$ cat config.mk
export PLATFORM = sky130hd
export DESIGN_NAME = i2s_tx_serializer_fifo
export DESIGN_NICKNAME = d
export VERILOG_FILES = /design/src/rtl/i2s_tx_serializer_fifo.sv
export SDC_FILE = /design/constraint.sdc
export NUM_CORES = 1
export LEC_CHECK = 0
export CORE_MARGIN = 2
export CORE_UTILIZATION = 32
export DETAILED_ROUTE_END_ITERATION = 10
export GPL_TIMING_DRIVEN = 0
export PLACE_DENSITY = 0.47
export SETUP_SLACK_MARGIN = 0.2
export SLEW_MARGIN = 20
export SYNTH_ARGS = -nofsm -noshare
export SYNTH_HDL_FRONTEND = slang
export SYNTH_SLANG_ARGS = --single-unit
$ cat constraint.sdc
create_clock -name clk -period 4.71 [get_ports clk]
set_clock_uncertainty 0.2 [all_clocks]
set_input_delay 0.7065 -clock clk [delete_from_list [all_inputs] [get_ports clk]]
set_output_delay 0.7065 -clock clk [all_outputs]
set_load 0.005 [all_outputs]
$ cat src/rtl/i2s_tx_serializer_fifo.sv
// FIFO-fed serial audio transmitter: Philips I2S, left/right-justified and TDM framing
// with 16/32-bit slots, mono duplication, and sticky overflow/underrun flags.
module i2s_tx_serializer_fifo #(
  parameter int SAMPLE_W = 32,
  parameter int DEPTH    = 8,
  parameter int NCH      = 4
) (
  input  logic                       clk,
  input  logic                       rst,
  input  logic                       bit_en,
  input  logic                       wen,
  input  logic [SAMPLE_W-1:0]        din,
  input  logic [1:0]                 standard,
  input  logic                       frame_size,
  input  logic                       stereo,
  input  logic                       clr_flags,
  output logic                       dout,
  output logic                       ws,
  output logic                       full,
  output logic                       empty,
  output logic [$clog2(DEPTH):0]     level,
  output logic                       overflow,
  output logic                       underrun
);

  localparam int AW = $clog2(DEPTH);
  localparam int LW = AW + 1;

  localparam logic [1:0] STD_PHILIPS = 2'b00;
  localparam logic [1:0] STD_RJ      = 2'b10;
  localparam logic [1:0] STD_TDM     = 2'b11;

  typedef enum logic {ST_IDLE, ST_RUN} state_t;

  state_t state_q, state_d;

  // FIFO storage and bookkeeping
  logic [SAMPLE_W-1:0] mem_q [DEPTH];
  logic [AW-1:0]       wr_ptr_q, rd_ptr_q;
  logic [LW-1:0]       count_q, count_d;
  logic                wr_acc, pop;

  // Serializer state; cfg registers hold the per-frame snapshot of the controls
  logic [4:0]          bit_q, bit_d;
  logic [2:0]          slot_q, slot_d;
  logic [1:0]          std_q, std_d;
  logic                s32_q, s32_d;
  logic                stereo_q, stereo_d;
  logic [SAMPLE_W-1:0] word_q, word_d;
  logic [31:0]         sr_q, sr_d;
  logic                dout_q, dout_d;
  logic                ws_q, ws_d;
  logic                ovf_q, ovf_d;
  logic                und_q, und_d;

  logic                frame_start;
  logic [1:0]          cur_std;
  logic                cur_s32, cur_stereo;
  logic                last_bit, last_slot, reuse;
  logic                advance, load, underrun_evt;
  logic [SAMPLE_W-1:0] load_word;
  logic [31:0]         img;
  logic                ws_val;

  // Place a word into a 32-bit slot image with slot bit 0 at image bit 31.
  function automatic logic [31:0] align_word(input logic [SAMPLE_W-1:0] w,
                                             input logic rj, input logic s32);
    logic [63:0] ext;
    logic [31:0] zext;
    ext = '0;
    ext[63 -: SAMPLE_W] = w;
    zext = '0;
    zext[SAMPLE_W-1:0] = w;
    align_word = ext[63:32];
    if (rj) begin
      if (s32) begin
        align_word = zext;
      end else if (SAMPLE_W <= 16) begin
        align_word = zext << 16;
      end
    end
  endfunction

  assign full   = (count_q == LW'(DEPTH));
  assign empty  = (count_q == '0);
  assign level  = count_q;
  assign wr_acc = wen && !full;

  // Controls are taken live at slot 0 bit 0 and frozen for the rest of the frame.
  assign frame_start = (bit_q == 5'd0) && (slot_q == 3'd0);
  assign cur_std     = frame_start ? standard   : std_q;
  assign cur_s32     = frame_start ? frame_size : s32_q;
  assign cur_stereo  = frame_start ? stereo     : stereo_q;

  assign last_bit  = cur_s32 ? (bit_q == 5'd31) : (bit_q == 5'd15);
  assign last_slot = (cur_std == STD_TDM) ? (slot_q == 3'(NCH - 1)) : (slot_q == 3'd1);
  assign reuse     = !cur_stereo && (cur_std != STD_TDM) && (slot_q == 3'd1);

  assign advance      = bit_en && ((state_q == ST_RUN) || !empty);
  assign load         = advance && (bit_q == 5'd0);
  assign pop          = load && !reuse && !empty;
  assign underrun_evt = load && !reuse && empty;

  assign load_word = reuse ? word_q : (empty ? '0 : mem_q[rd_ptr_q]);
  assign img       = align_word(load_word, cur_std == STD_RJ, cur_s32);

  // Philips leads the left/right level by one bit; TDM pulses on the frame's last bit.
  always_comb begin
    ws_val = 1'b0;
    case (cur_std)
      STD_PHILIPS: ws_val = (slot_q == 3'd0) ? last_bit : !last_bit;
      STD_TDM:     ws_val = last_slot && last_bit;
      default:     ws_val = (slot_q == 3'd1);
    endcase
  end

  assign count_d = count_q + LW'(wr_acc) - LW'(pop);

  always_comb begin
    state_d  = state_q;
    bit_d    = bit_q;
    slot_d   = slot_q;
    std_d    = std_q;
    s32_d    = s32_q;
    stereo_d = stereo_q;
    word_d   = word_q;
    sr_d     = sr_q;
    dout_d   = dout_q;
    ws_d     = ws_q;
    if (advance) begin
      state_d = ST_RUN;
      if (frame_start) begin
        std_d    = standard;
        s32_d    = frame_size;
        stereo_d = stereo;
      end
      if (bit_q == 5'd0) begin
        dout_d = img[31];
        sr_d   = img << 1;
        if (slot_q == 3'd0) begin
          word_d = load_word;
        end
      end else begin
        dout_d = sr_q[31];
        sr_d   = sr_q << 1;
      end
      ws_d = ws_val;
      if (last_bit) begin
        bit_d  = 5'd0;
        slot_d = last_slot ? 3'd0 : slot_q + 3'd1;
      end else begin
        bit_d = bit_q + 5'd1;
      end
    end
  end

  assign ovf_d = (ovf_q && !clr_flags) || (wen && full);
  assign und_d = (und_q && !clr_flags) || underrun_evt;

  always_ff @(posedge clk) begin
    if (wr_acc) begin
      mem_q[wr_ptr_q] <= din;
    end
  end

  always_ff @(posedge clk) begin
    if (rst) begin
      wr_ptr_q <= '0;
      rd_ptr_q <= '0;
      count_q  <= '0;
    end else begin
      if (wr_acc) wr_ptr_q <= wr_ptr_q + AW'(1);
      if (pop)    rd_ptr_q <= rd_ptr_q + AW'(1);
      count_q <= count_d;
    end
  end

  always_ff @(posedge clk) begin
    if (rst) begin
      state_q  <= ST_IDLE;
      bit_q    <= '0;
      slot_q   <= '0;
      std_q    <= '0;
      s32_q    <= 1'b0;
      stereo_q <= 1'b0;
      word_q   <= '0;
      sr_q     <= '0;
      dout_q   <= 1'b0;
      ws_q     <= 1'b0;
      ovf_q    <= 1'b0;
      und_q    <= 1'b0;
    end else begin
      state_q  <= state_d;
      bit_q    <= bit_d;
      slot_q   <= slot_d;
      std_q    <= std_d;
      s32_q    <= s32_d;
      stereo_q <= stereo_d;
      word_q   <= word_d;
      sr_q     <= sr_d;
      dout_q   <= dout_d;
      ws_q     <= ws_d;
      ovf_q    <= ovf_d;
      und_q    <= und_d;
    end
  end

  assign dout     = dout_q;
  assign ws       = ws_q;
  assign overflow = ovf_q;
  assign underrun = und_q;

endmodule

==> impl_metrics.yaml, run 1 <==
floorplanning:
  core.rowCount: 76
  die-area_mm2: 0.04490
  core_area_mm2: 0.04289
  dieHeight_um: 211.9
  start_util_pct: 32.25
  die_w_um: 211.9
  boundaryPins: 51
sta:
  setup_viol: 0
  post-route-period-util_pct: 87.62
  fin_crit_ps: 4127
  fmax_mhz: 242.3
  fin_setup_tns_ps: 0
  worst_pin_slew_ps: 1023
  maxSlewHeadroom_pct: 31.83
  slew_viol_final: 0
  hold_viol_final: 0
  rsz0062_at_grt: "no"
route:
  wl_mm: 32.60
  antenna_left: 0
  initialDrtViolationCount: 538
  vias: 7701
  wl_per_cell_um: 20.44
  dr.pass1.iters: 4
  post-route-drc-count: 0
  via_per_inst: 4.828
power:
  clkPwrFrac_pct: 31.8
  pwr-share-comb_pct: 25.9
  ir_drop_uv: 239.7
  p_per_area_mw_per_mm2: 539.5
  p_int_mw: 6.322
  p_switching_mw: 2.665
  seqPwrFrac_pct: 42.3
  p_leak_nw: 5.306
  sw_frac_of_total_pct: 29.65
hold_path:
  min-delay-start: "sr_q[26]"
  min_path_type: "reg -> reg"
  hold_depth: 2
placement:
  portBuffers: 50
  dp_hpwl_mm: 22.15
  place_area_mm2: 0.01544
  routabilityCongestion: 0.7532
synthesis:
  synth_area_mm2: 0.01383
  synth_mux_area_share_pct: 13.39
  synth_compound_area_share_pct: 9.263
  synth_fa_ha_area_share_pct: 1.502
  synth_edf_count: 256
  synth_area_leaders: "edfxtp_1 56%, dfxtp_1 13%, mux4_2 10%"
  synth_top_family_by_area: "multiplexers"
  synth_top_cell_by_area: "edfxtp_1"
  syn_inst: 859
  synth_cell_type_count: 49
  synth.avg_cell_area_um2: 16.10
  yosysSeqAreaShare_pct: 69.04
  synth_xor_area_share_pct: 0.4432
  async_reset_ff_share_pct: 0
  synth-simple-area-share_pct: 4.134
  synth-seq-cells: 349
  synth_nets: 916
  yosysWarnings: 0
  synth_top_area_share_pct: 55.58
  synth_flop_cell: "edfxtp_1"
clock_tree:
  root_buffer: "clkbuf_16"
  htree_levels: 2
  clk-insertion-delay-late_ps: 550
  cts.sinks: 349
  clockBufferDepth: 3
  clkTransAtPathRegs_ps: 60
  cts_hold_buffers: 0
  numCtsBuffers: 39
  cts_tree: "yes"
global_route:
  busiest_layer: "met2"
  grt_pass1_wl_mm: 50.60
  grt_usage_pct: 15.18
  globalRouteMet1Util_pct: 21.00
  grt_pass1_vias: 8071
  grt_util_met2_pct: 24.62
  overflow: 0
  grt_max_degree: 18
  use_met3_pct: 2.537
  antenna_found_initial: 0
setup_path:
  setup.worst_path.start_class: "flop"
  r2r_cells: 17
  worst_path_max_delay_cell: "or3b_2"
  worstSetupPathType: "reg -> reg"
  arrival_ps: 4340
  end_kind: "flop"
  critPathMaxStageDelay_ps: 540
  worstReg2RegStart: "bit_q[0]"
  setup.worst_path.start: "bit_q[0]"
  worstPathRequired_ps: 4920
  crit_path_cell_trace: "inv_1 -> ha_1 -> nor4b_4 -> buf_2 -> nand2_1 -> mux2i_1 -> inv_1 -> ha_1 -> or3b_2 -> a31oi_4 -> a211oi_2 -> xnor2_1 -> ha_1 -> inv_1 -> fa_1 -> xor2_1 -> nor2_1"
  crit_fanout: 10
flow_run:
  cap_violations: 0
cells_and_area:
  drive_above_1_share_pct: 18.51
  diodes: 0
  syn2layout_area_growth_pct: 20.43
  fin_area_mm2: 0.01666
  final_nets: 1038
run_status:
  status: "completed"
[flip-flops by register name (all words and copies together) (netlist names), 3 cells and up, named ones only]
register	count
wr_ptr_q	3
level	4
sr_q	31
mem_q	256
rd_ptr_q	3
word_q	32
slot_q	3
bit_q	5
[cell usage in the layout (no fill, tap or decap), types with 6 or more instances in the layout]
cell type	synthesis	routed
clkbuf_16	0	41
buf_6	1	7
o21ai_1	29	29
dfxtp_1	93	93
clkbuf_1	34	46
nand2_1	48	48
clkdlybuf4s50_1	0	50
ha_1	15	15
a22o_1	32	32
nand2b_1	6	6
o21ai_0	37	37
nand3_1	8	8
buf_2	16	16
a21oi_1	18	18
mux2i_1	41	41
inv_1	14	14
edfxtp_1	256	256
nor2_1	30	27
a211oi_1	63	63
mux4_2	64	64
clkinv_2	0	8
buf_4	3	22
[final cells by class]
type / count / area, um2
repair buffers: 81 / 820.8
well taps: 585 / 732.0
fillers: 4007 / 26230
inverters: 14 / 52.55
clock inverters: 17 / 116.4
multi-input cells: 438 / 4060
flip-flops and latches: 349 / 9549
clock buffers: 53 / 1071
plain buffers: 58 / 256.5
[cell families (layout without fill, tap and decap cells)]
| family | Yosys count | count (layout) |
|---|---|---|
| AO/OA/AOI/OAI | 190 | 190 |
| AND/OR/NAND/NOR | 120 | 120 |
| adder cells (fa/ha/maj) | 16 | 16 |
| buffers and inverters | 72 | 223 |
| flip-flops | 349 | 349 |
| multiplexers | 105 | 105 |
| XOR/XNOR | 7 | 7 |
[through the flow]
| stage | cells | hold WS, ps | setup slack [ps] | utilization [%] | total power, mW |
|---|---|---|---|---|---|
| finish | 1595 | 243.6 | 583.2 | 38.84 | 8.987 |
| global route | 1595 | 261.2 | 254.3 | 38.84 | 9.486 |
| CTS | 1594 | 246.5 | 266.4 | 38.81 | 9.133 |
| detailed placement | 1524 | 238.4 | -36.75 | 36.00 | 6.242 |
| global placement | 1494 | 234.3 | -3059 | 35.14 | 6.165 |
| floorplan | 859 | 219.9 | 715.1 | - | 5.411 |
[path summary, 6_finish.rpt]
check        endpoint  slack (ps)
max          level[2]         580
min          sr_q[26]         240
max reg2reg  level[2]         580
min reg2reg  sr_q[26]         240
[synthesized netlist by cell type (all sizes together), types with 2 or more instances]
cell      n
a21o      2
or3b      2
nand2b    6
o21ai    67
or4b      2
nor2b     4
dfxtp    93
and3      2
a22o     32
buf      24
mux4     64
inv      14
a21oi    18
edfxtp  256
nand3     9
a211oi   64
xnor2     4
mux2i    41
nor3      6
ha       15
nor2     30
and2      2
nand2    48
clkbuf   34
xor2      3
nor3b     3
[timing repair]
action                                  in CTS  in global routing
buffers inserted                             0                  1
resized for setup                            2                  1
endpoints found under the setup margin       3                  3
[worst max-delay path: cells and delay by family, from the launching register on]
family	cells	cell delay, ps
AND/OR/NAND/NOR	4	1050
XOR/XNOR	2	340
buffers and inverters	4	490
multiplexers	1	260
AO/OA/AOI/OAI	2	370
flip-flops	1	340
adder cells (fa/ha/maj)	4	940
[power groups by stage]
stage	combinational (mW)	clock (mW)	sequential, mW
floorplan	1.58	0	3.83
global placement	2.29	0	3.88
detailed placement	2.38	0	3.86
CTS	2.38	2.95	3.80
global route	2.58	3.06	3.84
finish	2.33	2.86	3.80
[layer usage]
layer	part of all wire, %	routed length [um]
met4	1.7	544
met2	48	15620
met5	0	0
met3	2.8	905
met1	48	15530
Note: power is estimated with default switching activity, not from simulation.
==> inputs of run 2 (changes only) <==
--- a/config.mk
+++ b/config.mk
@@ -7,6 +7,7 @@
 export LEC_CHECK = 0
 export CORE_MARGIN = 2
 export CORE_UTILIZATION = 32
+export CTS_BUF_LIST = sky130_fd_sc_hd__clkbuf_4 sky130_fd_sc_hd__clkbuf_8
 export DETAILED_ROUTE_END_ITERATION = 10
 export GPL_TIMING_DRIVEN = 0
 export PLACE_DENSITY = 0.47
==> impl_metrics.yaml, run 2 (synthesis results as in run 1) <==
run_status:
  status: "completed"
power:
  sw_frac_of_total_pct: 30.76
  p_switching_mw: 2.694
  pwr-share-comb_pct: 26.6
  p_total_mw: 8.760
  p_int_mw: 6.066
  ir_drop_uv: 205.3
  p_per_area_mw_per_mm2: 527.2
  clkPwrFrac_pct: 30.0
  p_leak_nw: 5.335
  seqPwrFrac_pct: 43.4
cells_and_area:
  multiInputGateArea_mm2: 0.004060
  syn2layout_area_growth_pct: 20.13
  regArea_mm2: 0.009549
  fillers: 4051
  largest_reg_flops: 256
  layout_commonest_cell: "edfxtp_1"
  diodes: 0
  largestRegisters: "mem_q: 256 flops, word_q: 32 flops, sr_q: 31 flops"
  final_nets: 1060
  final_cell_mix: "256 x edfxtp_1, 93 x dfxtp_1, 64 x mux4_2, 63 x a211oi_1, 63 x clkbuf_8"
  top_register: "mem_q"
  drive_above_1_share_pct: 21.33
floorplanning:
  core.rowCount: 76
  boundaryPins: 51
  start_util_pct: 32.25
  dieHeight_um: 211.9
  die_w_um: 211.9
  core_area_mm2: 0.04289
  die-area_mm2: 0.04490
clock_tree:
  clk-insertion-delay-late_ps: 640
  clockBufferDepth: 3
  htree_levels: 2
  cts.sinks: 349
  numCtsBuffers: 61
  clkTransAtPathRegs_ps: 60
  cts_tree: "yes"
  root_buffer: "clkbuf_8"
route:
  initialDrtViolationCount: 566
  vias: 7913
  antenna_left: 0
  post-route-drc-count: 0
  wl_mm: 33.03
  wl_per_cell_um: 20.20
  dr.pass1.iters: 4
  via_per_inst: 4.840
setup_path:
  crit_fanout: 10
  arrival_ps: 4460
  r2r_cells: 17
  worstSetupPathType: "reg -> reg"
  setup.worst_path.start_class: "flop"
  setup.worst_path.start: "bit_q[0]"
  worstReg2RegStart: "bit_q[0]"
  end_kind: "flop"
  reg2reg_slack_ps: 560
  reg2reg_to: "level[2]"
  worstPathRequired_ps: 5020
hold_path:
  min_path_type: "reg -> reg"
  min-delay-start: "sr_q[24]"
  hold_depth: 2
  hold_end: "sr_q[24]"
sta:
  holdWs_ps: 243.4
  fin_crit_ps: 4151
  slew_viol_final: 0
  post-route-period-util_pct: 88.14
  fmax_mhz: 240.9
  setup_viol: 0
  fin_setup_tns_ps: 0
  worst_pin_slew_ps: 992.9
  rsz0062_at_grt: "no"
  hold_viol_final: 0
  maxSlewHeadroom_pct: 33.81
  worst_slack_ps: 558.8
placement:
  portBuffers: 50
  routabilityCongestion: 0.7532
  dp_hpwl_mm: 22.15
  place_ws_ps: -36.75
global_route:
  grt_util_met2_pct: 24.77
  grt_pass1_wl_mm: 51.31
  antenna_found_initial: 0
  use_met3_pct: 2.759
  busiest_layer: "met2"
  grt_usage_pct: 15.36
  overflow: 0
  grt_max_degree: 18
  grt_pass1_vias: 8358
  globalRouteMet1Util_pct: 20.77
flow_run:
  cap_violations: 0
## run 2: area by class of cell
class                      count  share of cell area, %
timing repair buffer          81                  4.940
multi-input combinational    438                  24.44
buffer                        58                  1.544
clock inverter                34                  1.084
sequential                   349                  57.47
clock buffer                  76                  5.806
tap                          585                  4.405
inverter                      14                 0.3163
## run 2: through the flow
step | instance area (um2) | utilization (%) | cells
final | 16620 | 38.74 | 1635
after global routing | 16620 | 38.74 | 1635
after CTS | 16600 | 38.71 | 1634
after detailed placement | 15440 | 36.00 | 1524
after global placement | 15070 | 35.14 | 1494
after floorplan | 13840 | - | 859
## run 2: worst max-delay path, stage by stage, from the launching register on
cell and delay, ps:
dfxtp_1 340, inv_1 80, ha_1 190, nor4b_4 270, buf_2 290, nand2_1 190, mux2i_1 260, inv_1 70
ha_1 200, or3b_2 540, a31oi_4 200, a211oi_2 170, xnor2_1 180, ha_1 180, inv_1 60, fa_1 380
xor2_1 160, nor2_1 50
## run 2: layer usage
layer	share of wire, %	vias up
li1	-	3694
met1	46	3989
met2	47	164
met3	3.8	66
met4	2.4	0
met5	0	-
## run 2: worst max path at each step
stage | slack [ps] | endpoint | cells past startpoint
2_1_floorplan | 720 | mem_q[4][0] | 6
3_3_place_gp | -3060 | mem_q[1][11] | 4
3_5_place_dp | -40 | level[2] | 17
4_1_cts | 240 | level[2] | 17
5_1_grt | 220 | level[2] | 17
6_report | 560 | level[2] | 17
## run 2: power by group through the flow
| stage | Clock (mW) | Sequential (mW) | Combinational, mW |
|---|---|---|---|
| after floorplan | 0 | 3.83 | 1.58 |
| after global placement | 0 | 3.88 | 2.29 |
| after detailed placement | 0 | 3.86 | 2.38 |
| after CTS | 2.73 | 3.80 | 2.39 |
| after global routing | 2.86 | 3.84 | 2.59 |
| final | 2.63 | 3.80 | 2.33 |
## run 2: what timing repair did
item                                    4_1_cts  5_1_grt
buffers inserted                              0        1
hold buffers                                  0        0
gates cloned                                  0        0
endpoints found under the setup margin        3        3
resized for setup                             2        1
==> inputs of run 3 (changes only) <==
--- a/config.mk
+++ b/config.mk
@@ -5,6 +5,7 @@
 export SDC_FILE = /design/constraint.sdc
 export NUM_CORES = 1
 export LEC_CHECK = 0
+export ABC_CLOCK_PERIOD_IN_PS = 4710
 export CORE_MARGIN = 2
 export CORE_UTILIZATION = 32
 export CTS_BUF_LIST = sky130_fd_sc_hd__clkbuf_4 sky130_fd_sc_hd__clkbuf_8
==> results of run 3 <==
Same layout as run 2: the final DEF is identical, and so are final timing and power.
